===== config.mk =====
export PLATFORM = sky130hd
export DESIGN_NAME = branch_resolve_unit
export DESIGN_NICKNAME = d
export VERILOG_FILES = /design/src/rtl/branch_resolve_unit_pkg.sv /design/src/rtl/branch_resolve_unit_compare.sv /design/src/rtl/branch_resolve_unit.sv
export SDC_FILE = /design/constraint.sdc
export NUM_CORES = 1
export LEC_CHECK = 0
export BUFFER_PORTS_ARGS = -buffer_cell sky130_fd_sc_hd__buf_2
export CAP_MARGIN = 20
export CORE_MARGIN = 3
export CORE_UTILIZATION = 55
export DETAILED_ROUTE_END_ITERATION = 12
export PLACE_DENSITY = 0.88
export RECOVER_POWER = 50
export SLEW_MARGIN = 20
export SYNTH_ARGS = -nofsm -noshare
export SYNTH_HDL_FRONTEND = slang
export SYNTH_SLANG_ARGS = --single-unit
export TNS_END_PERCENT = 1

===== constraint.sdc =====
create_clock -name clk -period 3.9 [get_ports clk]
set_clock_uncertainty 0.1 [all_clocks]
set_input_delay 0.78 -clock clk [delete_from_list [all_inputs] [get_ports clk]]
set_output_delay 0.78 -clock clk [all_outputs]
set_load 0.05 [all_outputs]

===== src/rtl/branch_resolve_unit_pkg.sv =====
// Shared encodings for the execute-stage branch resolver: control-flow kinds and
// branch conditions (funct3), plus the status flags carried in the result register.
package branch_resolve_unit_pkg;

   typedef enum logic [1:0] {
      CF_NONE   = 2'd0,
      CF_BRANCH = 2'd1,
      CF_JAL    = 2'd2,
      CF_JALR   = 2'd3
   } cf_kind_e;

   localparam logic [2:0] BRANCH_BEQ  = 3'b000;
   localparam logic [2:0] BRANCH_BNE  = 3'b001;
   localparam logic [2:0] BRANCH_BLT  = 3'b100;
   localparam logic [2:0] BRANCH_BGE  = 3'b101;
   localparam logic [2:0] BRANCH_BLTU = 3'b110;
   localparam logic [2:0] BRANCH_BGEU = 3'b111;

   typedef struct packed {
      logic taken;
      logic mispredict;
      logic misalign;
      logic is_cf;
   } res_flags_t;

   function automatic logic is_cf_kind(input logic [1:0] kind);
      return (kind != CF_NONE);
   endfunction

endpackage


===== src/rtl/branch_resolve_unit_compare.sv =====
// Combinational branch condition evaluator: decodes funct3 and compares two operands.
// Undefined condition encodings resolve to not-taken.
module branch_compare
   import branch_resolve_unit_pkg::*;
#(
   parameter int unsigned XLEN = 32
) (
   input  logic [2:0]      op_i,
   input  logic [XLEN-1:0] a_i,
   input  logic [XLEN-1:0] b_i,
   output logic            taken_o
);

   logic eq_s;
   logic lt_s;
   logic ltu_s;

   assign eq_s  = (a_i == b_i);
   assign lt_s  = ($signed(a_i) < $signed(b_i));
   assign ltu_s = (a_i < b_i);

   // condition decode
   always_comb begin
      taken_o = 1'b0;
      case (op_i)
         BRANCH_BEQ:  taken_o = eq_s;
         BRANCH_BNE:  taken_o = !eq_s;
         BRANCH_BLT:  taken_o = lt_s;
         BRANCH_BGE:  taken_o = !lt_s;
         BRANCH_BLTU: taken_o = ltu_s;
         BRANCH_BGEU: taken_o = !ltu_s;
         default:     taken_o = 1'b0;
      endcase
   end

endmodule


===== src/rtl/branch_resolve_unit.sv =====
// Execute-stage branch/jump resolver: resolves direction/target/link, checks against the
// fetch prediction, registers a redirect result and keeps saturating perf counters.
module branch_resolve_unit
   import branch_resolve_unit_pkg::*;
#(
   parameter int unsigned XLEN  = 32,
   parameter int unsigned CNT_W = 32,
   parameter int unsigned ALIGN = 4
) (
   input  logic             clk,
   input  logic             rst_n,
   input  logic             flush,
   input  logic             in_valid,
   output logic             in_ready,
   input  logic [1:0]       in_kind,
   input  logic [2:0]       in_op,
   input  logic [XLEN-1:0]  in_pc,
   input  logic [XLEN-1:0]  in_rs1,
   input  logic [XLEN-1:0]  in_rs2,
   input  logic [XLEN-1:0]  in_imm,
   input  logic             in_pred_taken,
   input  logic [XLEN-1:0]  in_pred_target,
   output logic             out_valid,
   input  logic             out_ready,
   output logic             out_taken,
   output logic [XLEN-1:0]  out_target,
   output logic [XLEN-1:0]  out_link,
   output logic             out_mispredict,
   output logic [XLEN-1:0]  out_redirect_pc,
   output logic             out_misalign,
   output logic [CNT_W-1:0] perf_cf_cnt,
   output logic [CNT_W-1:0] perf_mispred_cnt
);

   localparam logic [XLEN-1:0]  ALIGN_MASK = XLEN'(ALIGN - 1);
   localparam logic [XLEN-1:0]  JALR_MASK  = ~XLEN'(1);
   localparam logic [CNT_W-1:0] CNT_MAX    = {CNT_W{1'b1}};

   logic            cmp_taken_s;
   logic            taken_s;
   logic [XLEN-1:0] pc_imm_s;
   logic [XLEN-1:0] rs1_imm_s;
   logic [XLEN-1:0] link_s;
   logic [XLEN-1:0] target_s;
   logic [XLEN-1:0] redirect_s;
   res_flags_t      flags_s;
   logic            accept_s;
   logic            fire_s;

   logic             out_valid_d;
   logic [CNT_W-1:0] cf_cnt_d;
   logic [CNT_W-1:0] mp_cnt_d;

   logic             out_valid_q;
   res_flags_t       flags_q;
   logic [XLEN-1:0]  target_q;
   logic [XLEN-1:0]  link_q;
   logic [XLEN-1:0]  redirect_q;
   logic [CNT_W-1:0] cf_cnt_q;
   logic [CNT_W-1:0] mp_cnt_q;

   branch_compare #(
      .XLEN (XLEN)
   ) u_compare (
      .op_i    (in_op),
      .a_i     (in_rs1),
      .b_i     (in_rs2),
      .taken_o (cmp_taken_s)
   );

   assign pc_imm_s  = in_pc + in_imm;
   assign rs1_imm_s = in_rs1 + in_imm;
   assign link_s    = in_pc + XLEN'(4);

   // direction and target per control-flow kind
   always_comb begin
      taken_s  = 1'b0;
      target_s = link_s;
      case (in_kind)
         CF_BRANCH: begin
            taken_s  = cmp_taken_s;
            target_s = pc_imm_s;
         end
         CF_JAL: begin
            taken_s  = 1'b1;
            target_s = pc_imm_s;
         end
         CF_JALR: begin
            taken_s  = 1'b1;
            target_s = rs1_imm_s & JALR_MASK;
         end
         CF_NONE: begin
            taken_s  = 1'b0;
            target_s = link_s;
         end
         default: begin
            taken_s  = 1'b0;
            target_s = link_s;
         end
      endcase
   end

   // A not-taken op predicted not-taken never mispredicts, whatever the predicted target.
   always_comb begin
      flags_s.taken      = taken_s;
      flags_s.mispredict = (taken_s != in_pred_taken) ||
                           (taken_s && (target_s != in_pred_target));
      flags_s.misalign   = taken_s && ((target_s & ALIGN_MASK) != {XLEN{1'b0}});
      flags_s.is_cf      = is_cf_kind(in_kind);
      redirect_s         = taken_s ? target_s : link_s;
   end

   assign in_ready = !out_valid_q || out_ready;
   assign accept_s = in_valid && in_ready && !flush;
   assign fire_s   = out_valid_q && out_ready;

   // output-valid next state
   always_comb begin
      if (accept_s) begin
         out_valid_d = 1'b1;
      end else if (out_ready || flush) begin
         out_valid_d = 1'b0;
      end else begin
         out_valid_d = out_valid_q;
      end
   end

   // saturating counter next state, advanced only when a result leaves
   always_comb begin
      if (fire_s && flags_q.is_cf && (cf_cnt_q != CNT_MAX)) begin
         cf_cnt_d = cf_cnt_q + CNT_W'(1);
      end else begin
         cf_cnt_d = cf_cnt_q;
      end
      if (fire_s && flags_q.mispredict && (mp_cnt_q != CNT_MAX)) begin
         mp_cnt_d = mp_cnt_q + CNT_W'(1);
      end else begin
         mp_cnt_d = mp_cnt_q;
      end
   end

   // result register and counters
   always_ff @(posedge clk or negedge rst_n) begin
      if (!rst_n) begin
         out_valid_q <= 1'b0;
         flags_q     <= '0;
         target_q    <= {XLEN{1'b0}};
         link_q      <= {XLEN{1'b0}};
         redirect_q  <= {XLEN{1'b0}};
         cf_cnt_q    <= {CNT_W{1'b0}};
         mp_cnt_q    <= {CNT_W{1'b0}};
      end else begin
         out_valid_q <= out_valid_d;
         cf_cnt_q    <= cf_cnt_d;
         mp_cnt_q    <= mp_cnt_d;
         if (accept_s) begin
            flags_q    <= flags_s;
            target_q   <= target_s;
            link_q     <= link_s;
            redirect_q <= redirect_s;
         end else begin
            flags_q    <= flags_q;
            target_q   <= target_q;
            link_q     <= link_q;
            redirect_q <= redirect_q;
         end
      end
   end

   assign out_valid        = out_valid_q;
   assign out_taken        = flags_q.taken;
   assign out_target       = target_q;
   assign out_link         = link_q;
   assign out_mispredict   = flags_q.mispredict;
   assign out_redirect_pc  = redirect_q;
   assign out_misalign     = flags_q.misalign;
   assign perf_cf_cnt      = cf_cnt_q;
   assign perf_mispred_cnt = mp_cnt_q;

endmodule


# [Word level (Yosys, flattened, before mapping)]
# Cells that the tools add are included.
[classes] n_addsub=5 order_cmp=2 eq_ne=13 muxes=6 reduce_logical=24
[op_table] op="32-bit one-hot mux with 3 select lines" n=1
[op_table] op="32-bit by 1-bit adder with 32-bit output (second input constant)" n=2
[op_table] op="32-bit adder" n=2
[op_table] op="32-bit less-than comparator" n=2
[op_table] op="32-bit != test (second input constant)" n=2
[op_table] op="32-bit by 3-bit adder with 32-bit output (second input constant)" n=1
[op_table] op="32-bit equality test" n=1
[op_table] op="32-bit 2-to-1 mux" n=1
[op_table] op="32-bit != test" n=1
[op_table] op="32-bit nonzero test" n=1
[op_table] op="3-bit equality test (second input constant)" n=4
[op_table] op="1-bit logical AND" n=9
[op_table] op="1-bit one-hot mux with 6 select lines" n=1
[op_table] op="1-bit logical NOT" n=5
[op_table] op="2-bit equality test (second input constant)" n=2
[op_table] op="2-bit nonzero test" n=2
[op_table] op="2-bit OR reduction" n=2
[op_table] op="3-bit by 1-bit equality test with 1-bit output (second input constant)" n=1
[op_table] op="3-bit logical NOT" n=1
[op_table] op="1-bit logical OR" n=3
[op_table] op="1-bit one-hot mux with 3 select lines" n=1
[op_table] op="2-bit by 1-bit equality test with 1-bit output (second input constant)" n=1
[op_table] op="2-bit logical NOT" n=1
[op_table] op="1-bit 2-to-1 mux" n=2
[op_table] op="1-bit != test" n=1
[totals] reg_bits=165 in_bits=171 output_inout_bits=165 elab_cells=60

# [Logic depth before layout (Yosys ltp)]
[logic_depth] ltp_word=6 mapped_depth=15

# [Modules after synthesis]
# Synthesis repeated with hierarchy kept, for this count alone.
[hier_totals] cells_unflattened=1698 area_unflattened_um2=13614.3
[by_module_without_submodules] module="branch_resolve_unit" instances=1 cells_each=1578 area_each_um2=12749.7
[by_module_without_submodules] module="branch_compare" instances=1 cells_each=120 area_each_um2=864.6

# [Least setup slack after synthesis]
# No wires, ideal clock.
[synth_timing] kind="input to register" startpoint="input port in_pc[0]" endpoint="register flags_q, in the netlist out_mispredict" arrival_time_ns=4.484 setup_slack_ns=-0.812 cell_stages=13 cell_sequence="ha_1 > fa_1 > a21o_1 > a221oi_4 > o31ai_4 > xnor2_1 > and3_1 > or4_1 > a2111o_1 > or4_1 > or4b_1 > nor4_1 > a21oi_1"
[synth_via] elab_chain_cells=5 word_cells_on_any_way=6 classes_between="2 x add/sub; 1 x eq/ne; 1 x mux; 2 x reduce/logical"
[synth_lines] item="from (decl)" line_no="branch_resolve_unit.sv:17" text="input logic [XLEN-1:0] in_pc,"
[synth_lines] item="32-bit by 3-bit adder with 32-bit output or 32-bit adder (tied branches)" line_no="branch_resolve_unit.sv:73, branch_resolve_unit.sv:71"
[synth_lines] item="32-bit one-hot mux with 3 select lines (*)" line_no="branch_resolve_unit.sv:79" text="case (in_kind)"
[synth_lines] item="32-bit != test (*)" line_no="branch_resolve_unit.sv:107" text="(taken_s && (target_s != in_pred_target));"
[synth_lines] item="1-bit logical AND (*)" line_no="branch_resolve_unit.sv:107"
[synth_lines] item="1-bit logical OR (*)" line_no="branch_resolve_unit.sv:106" text="flags_s.mispredict = (taken_s != in_pred_taken) ||"
[synth_lines] item="to (signal assigned)" line_no="branch_resolve_unit.sv:157" text="flags_q <= flags_s;"
[synth_lines] item="to (signal assigned)" line_no="branch_resolve_unit.sv:162" text="flags_q <= flags_q;"
[synth_lines] item="to (decl)" line_no="branch_resolve_unit.sv:55" text="res_flags_t flags_q;"
# Every way passes the cells marked *; elsewhere a longest branch is shown, timed or not.
# A chain may end at the register's enable or synchronous reset.

# [Final worst setup path]
[layout_timing] startpoint="input port in_imm[0]" endpoint="register flags_q, in the netlist out_mispredict"
[layout_via] elab_chain_cells=5 word_cells_on_any_way=6 classes_between="2 x add/sub; 1 x eq/ne; 1 x mux; 2 x reduce/logical"
[layout_lines] item="from (decl)" line_no="branch_resolve_unit.sv:20" text="input logic [XLEN-1:0] in_imm,"
[layout_lines] item="32-bit adder, on equally long branches" line_no="branch_resolve_unit.sv:71, branch_resolve_unit.sv:72"
[layout_lines] item="32-bit one-hot mux with 3 select lines (*)" line_no="branch_resolve_unit.sv:79"
[layout_lines] item="32-bit != test (*)" line_no="branch_resolve_unit.sv:107"
[layout_lines] item="1-bit logical AND (*)" line_no="branch_resolve_unit.sv:107"
[layout_lines] item="1-bit logical OR (*)" line_no="branch_resolve_unit.sv:106"
# Marks and branches as above.

==> results by stage <==
Hold path:
- The tightest min-delay check is of the reg2reg type.
- For hold timing, the worst endpoint is out_redirect_pc[2].
- The number of cells traversed by the worst hold path is 2.
- The startpoint identified for the worst hold timing path is out_redirect_pc[2].

Run status:
- The flow ran to the end, but the final reports show violations.
- The final reports fail on capacitance limit, slew limit, setup timing.

Synth:
- Counting flops with a built-in enable in the synthesized netlist gives 0.
- In the post-synthesis netlist, the biggest area contributors are dfrtp_1 (30%), ha_1 (9.0%), nand2_1 (8.1%), xnor2_1 (5.6%), o21ai_0 (4.6%).
- In the synthesized netlist the dominant register cell turns out to be dfrtp_1.
- Yosys mapped the design onto 85 distinct sky130hd cell types.
- The synthesized design spends more area on one cell type than any other, namely dfrtp_1.
- The cell count after synthesis is approximately 1.7k.
- The portion of synthesized cell area occupied by the leading cell type is 29.85%.
- The cell area after synthesis is ~0.014 sq mm.
- The average instance in the mapped netlist occupies ~8.0 sq um.
- Sequential elements use between 20% and 30% of the synthesized area.
- The net count after synthesis is about 2.0k.
- The proportion of register bits with asynchronous set or reset after synthesis is between 90% and 100%.
- The register bit count reported by yosys is approximately 170.
- The number of warnings printed during yosys synthesis is 0.

Setup path:
- The endpoint identified for the worst register-to-register timing path is out_mispredict.
- The reg2reg setup slack is approximately 0.25 ns.
- The critical path is of the in2reg type.
- Data arrives at the worst endpoint at 4.50 ns.
- Traced cell by cell, the critical path runs through buf_6, buf_6, ha_4, fa_2, a21o_1, a221oi_4, buf_12, o31ai_4, xnor2_2, and3_1, or4_1, a2111o_1, or4_4, or4b_4, nor4_4, a21oi_1.
- The slowest cell on the critical path is or4b_4.
- The kind of start point of the critical path is an input pin.
- Along the worst path, the maximum fanout reaches 7.
- Counting cells, the worst reg-to-reg path comes to 11.
- The most frequent cell on the critical path is buf_6.
- The endpoint kind of the worst setup timing path is a flop.
- The reg-to-reg critical path startpoint is out_valid.
- For this run, the slowest stage of the critical path takes 0.51 ns.
- The endpoint required time on the critical path is just over 4 ns.

Timing:
- After layout, the worst setup slack is -0.3756 ns.
- The final total negative setup slack is -0.3970 ns.
- Setup repair after global routing could not meet its margin everywhere.
- Derived from the worst setup path, the maximum achievable clock frequency is about 230 MHz.
- The final critical-path share of the clock period is 109.6%.
- At the pin with the least slew margin, the transition time is 2.131 ns.
- The total count of max-transition violations in the final report is 85.
- Setup violations remaining at the end of the flow were counted as 2.
- Subtracting the final worst setup slack from the clock period gives 4.276 ns.
- The worst slew slack as a fraction of its limit is -42.06%.
- The total count of hold-check failures in the final report is 0.

Clocking:
- The master cell of the clock root buffer is clkbuf_16.
- The depth of the CTS H-tree is 4.
- Clock tree synthesis found a total of approximately 170 sinks.
- The clock tree from TritonCTS is done.
- The clock passes through at most 2 buffers.
- In this run, CTS created clock tree buffers numbering 17.
- Buffers inserted to repair hold after CTS numbered 0.
- At the later pin of the worst-skew pair, clock insertion delay measures about 0.45 ns.
- The clock-pin slew of the registers on the worst-case setup and hold paths is about 0.070 ns.

Drt:
- For this block, the routed nets add up to 62790 um of wire.
- The number of routed nets with antenna violations is 0.
- After detailed routing, the number of vias per cell comes to around 6.3.
- The via count is 17.68k.
- Before antenna repair, the detailed router went through 7 iterations.
- The violation count after the first detailed-routing iteration is 2513.
- The DRC violation count after routing is 0.
- In the final routed layout, each cell accounts on average for 22.54 um.

Global route:
- The pin count of the biggest net entering global routing is 87.
- The overall overflow remaining after global route is 0.
- In the global route stage, overall resource usage came out at 45.14%.
- The number of antenna violations at the first check in global routing came to 9.
- The via count of the first global-routing pass came to 17.30k.
- The first global-routing pass estimated around 94000 um of wire.

Layout:
- The final instance area is ~0.020 sq mm.
- The net count of the finished layout is about 2.7k.
- Of the cells placed in the final design, the portion with a size suffix greater than 1 is roughly a third.
- Compared with the post-synthesis result, the final layout area differs by 42.33%.

Floorplanning:
- The full die area is roughly 0.027 sq mm.
- The number of top-level pins is between 300 and 400.
- After floorplanning, the core was divided into 57 placement rows.
- Once the floorplan was initialized, standard cells occupied around 56% of the core.
- The die is about 160 um tall.
- The die extent in x is approximately 160 um.
- The core area is about 0.025 sq mm.

Placed design:
- The number of port buffers is ~340.
- The detailed placement HPWL is around 48000 um.
- Routability-driven placement finished with a final weighted congestion of just over 1.
- The instance area after placement is approximately 0.019 sq mm.

Power:
- IR analysis of the VDD net gives a maximum drop of about 0.45 mV.
- The static leakage is between 0.009 and 0.01 uW.
- The ratio of total power to cell area is 385.8 mW/mm^2.

Job:
- Max-cap violations in this run came to 1.
area by class of cell:
type | instances | area [sq um]
well taps | 324 | 405.4
clock buffers | 18 | 429.2
inverters | 68 | 255.2
flip-flops and latches | 165 | 4129
clock inverters | 14 | 188.9
fillers | 1603 | 4848
multi-input cells | 1424 | 9371
repair buffers | 770 | 4898
diodes | 3 | 7.507
how the worst max path moves through the flow:
| stage | end | from | slack [ns] |
|---|---|---|---|
| after floorplan | out_mispredict | in_pc[0] | -0.54 |
| final | out_mispredict | in_imm[0] | -0.38 |
| after CTS | out_mispredict | in_imm[0] | -0.36 |
| after detailed placement | out_mispredict | in_imm[0] | -1.19 |
| after global placement | out_mispredict | in_imm[0] | -1.01 |
| after global routing | out_mispredict | in_rs1[1] | -0.50 |
timing repair:
action,in CTS,in global routing
gates resized for setup,20,18
endpoints found under the setup margin,9,13
setup buffers,4,2
pin swaps,14,8
through the flow:
stage / total power, uW / hold slack, ns / setup slack (ns) / instances / util (%)
after global routing: 7848 / 0.3861 / -0.5046 / 2786 / 80.24
after floorplan: 4147 / 0.3429 / -0.5423 / 1724 / -
final: 7594 / 0.3697 / -0.3756 / 2786 / 80.24
after CTS: 7478 / 0.3245 / -0.3641 / 2781 / 80.31
after detailed placement: 5631 / 0.3510 / -1.185 / 2746 / 77.38
after global placement: 5520 / 0.3553 / -1.015 / 2746 / 77.38
metal layers:
metal | part of all wire, % | vias up | GRT usage [%]
met3 | 13 | 337 | 15.75
li1 | - | 7749 | -
met5 | 0.13 | - | 0.9470
met2 | 44 | 1309 | 70.21
met1 | 37 | 8273 | 54.42
met4 | 6.3 | 12 | 25.28
worst max-delay path: cells and delay by family:
| family | cells | cell delay, ns |
|---|---|---|
| simple gates | 5 | 1.74 |
| compound gates | 5 | 0.97 |
| fa+ha+maj | 2 | 0.49 |
| buf+inv | 3 | 0.36 |
| xor+xnor | 1 | 0.15 |
logic make-up after synthesis:
kind of cell / synth area share, %
AO/OA/AOI/OAI: 21.27
XOR/XNOR: 8.594
adder cells (fa/ha/maj): 9.336
buffers and inverters: 3.745
flip-flops: 29.85
multiplexers: 3.275
AND/OR/NAND/NOR: 23.93
cell usage after synthesis, types with 5 or more instances:
library cell and count:
nand2_1 298, dfrtp_1 165, o21ai_0 126, a21oi_1 110
ha_1 100, nor2_1 96, xnor2_1 89, nand3_1 74
inv_1 67, clkbuf_1 55, nand4_1 47, nor3_1 47
xor2_1 39, a21o_1 32, and3_1 27, mux2i_1 25
a211oi_1 19, mux2_2 18, or3_1 18, nor4_1 17
nand2b_1 14, o31ai_1 14, and4_1 13, a31oi_1 11
o21a_1 11, and2_1 10, o211ai_1 9, a211o_1 8
o2111ai_1 8, o21bai_1 7, a21boi_0 6, a221oi_1 6
a22oi_1 6, a311oi_1 6, nor2b_1 6, o221ai_1 6
o22ai_1 6, o31a_1 6, or4_1 6, buf_1 5
buf_2 5, nand3b_1 5
sequential cells by signal, indices dropped and copies added, names as in the netlist:
signal            cells
out_link             32
out_target           32
perf_mispred_cnt     32
flags_q               1
out_valid             1
out_redirect_pc      32
perf_cf_cnt          32
out_misalign          1
out_taken             1
out_mispredict        1
cells in the final DEF, fill, tap and decap left out, types with 11 or more instances in the layout:
| master | netlist | routed |
|---|---|---|
| a211oi_1 | 19 | 17 |
| a21o_1 | 32 | 32 |
| a21oi_1 | 110 | 108 |
| and3_1 | 27 | 27 |
| and4_1 | 13 | 13 |
| buf_2 | 5 | 255 |
| buf_4 | 1 | 425 |
| clkbuf_1 | 55 | 82 |
| clkbuf_16 | 0 | 17 |
| dfrtp_1 | 165 | 165 |
| ha_1 | 100 | 98 |
| inv_1 | 67 | 67 |
| mux2_2 | 18 | 17 |
| mux2i_1 | 25 | 25 |
| nand2_1 | 298 | 297 |
| nand2b_1 | 14 | 14 |
| nand3_1 | 74 | 74 |
| nand4_1 | 47 | 47 |
| nor2_1 | 96 | 96 |
| nor3_1 | 47 | 43 |
| nor4_1 | 17 | 16 |
| o21a_1 | 11 | 11 |
| o21ai_0 | 126 | 123 |
| o31ai_1 | 14 | 14 |
| or3_1 | 18 | 18 |
| xnor2_1 | 89 | 88 |
| xor2_1 | 39 | 39 |
where the power goes:
group	switching, uW	internal (uW)
sequential	243	1950
combinational	2360	1230
clock	780	1030
Power figures use the tool's default switching activity.
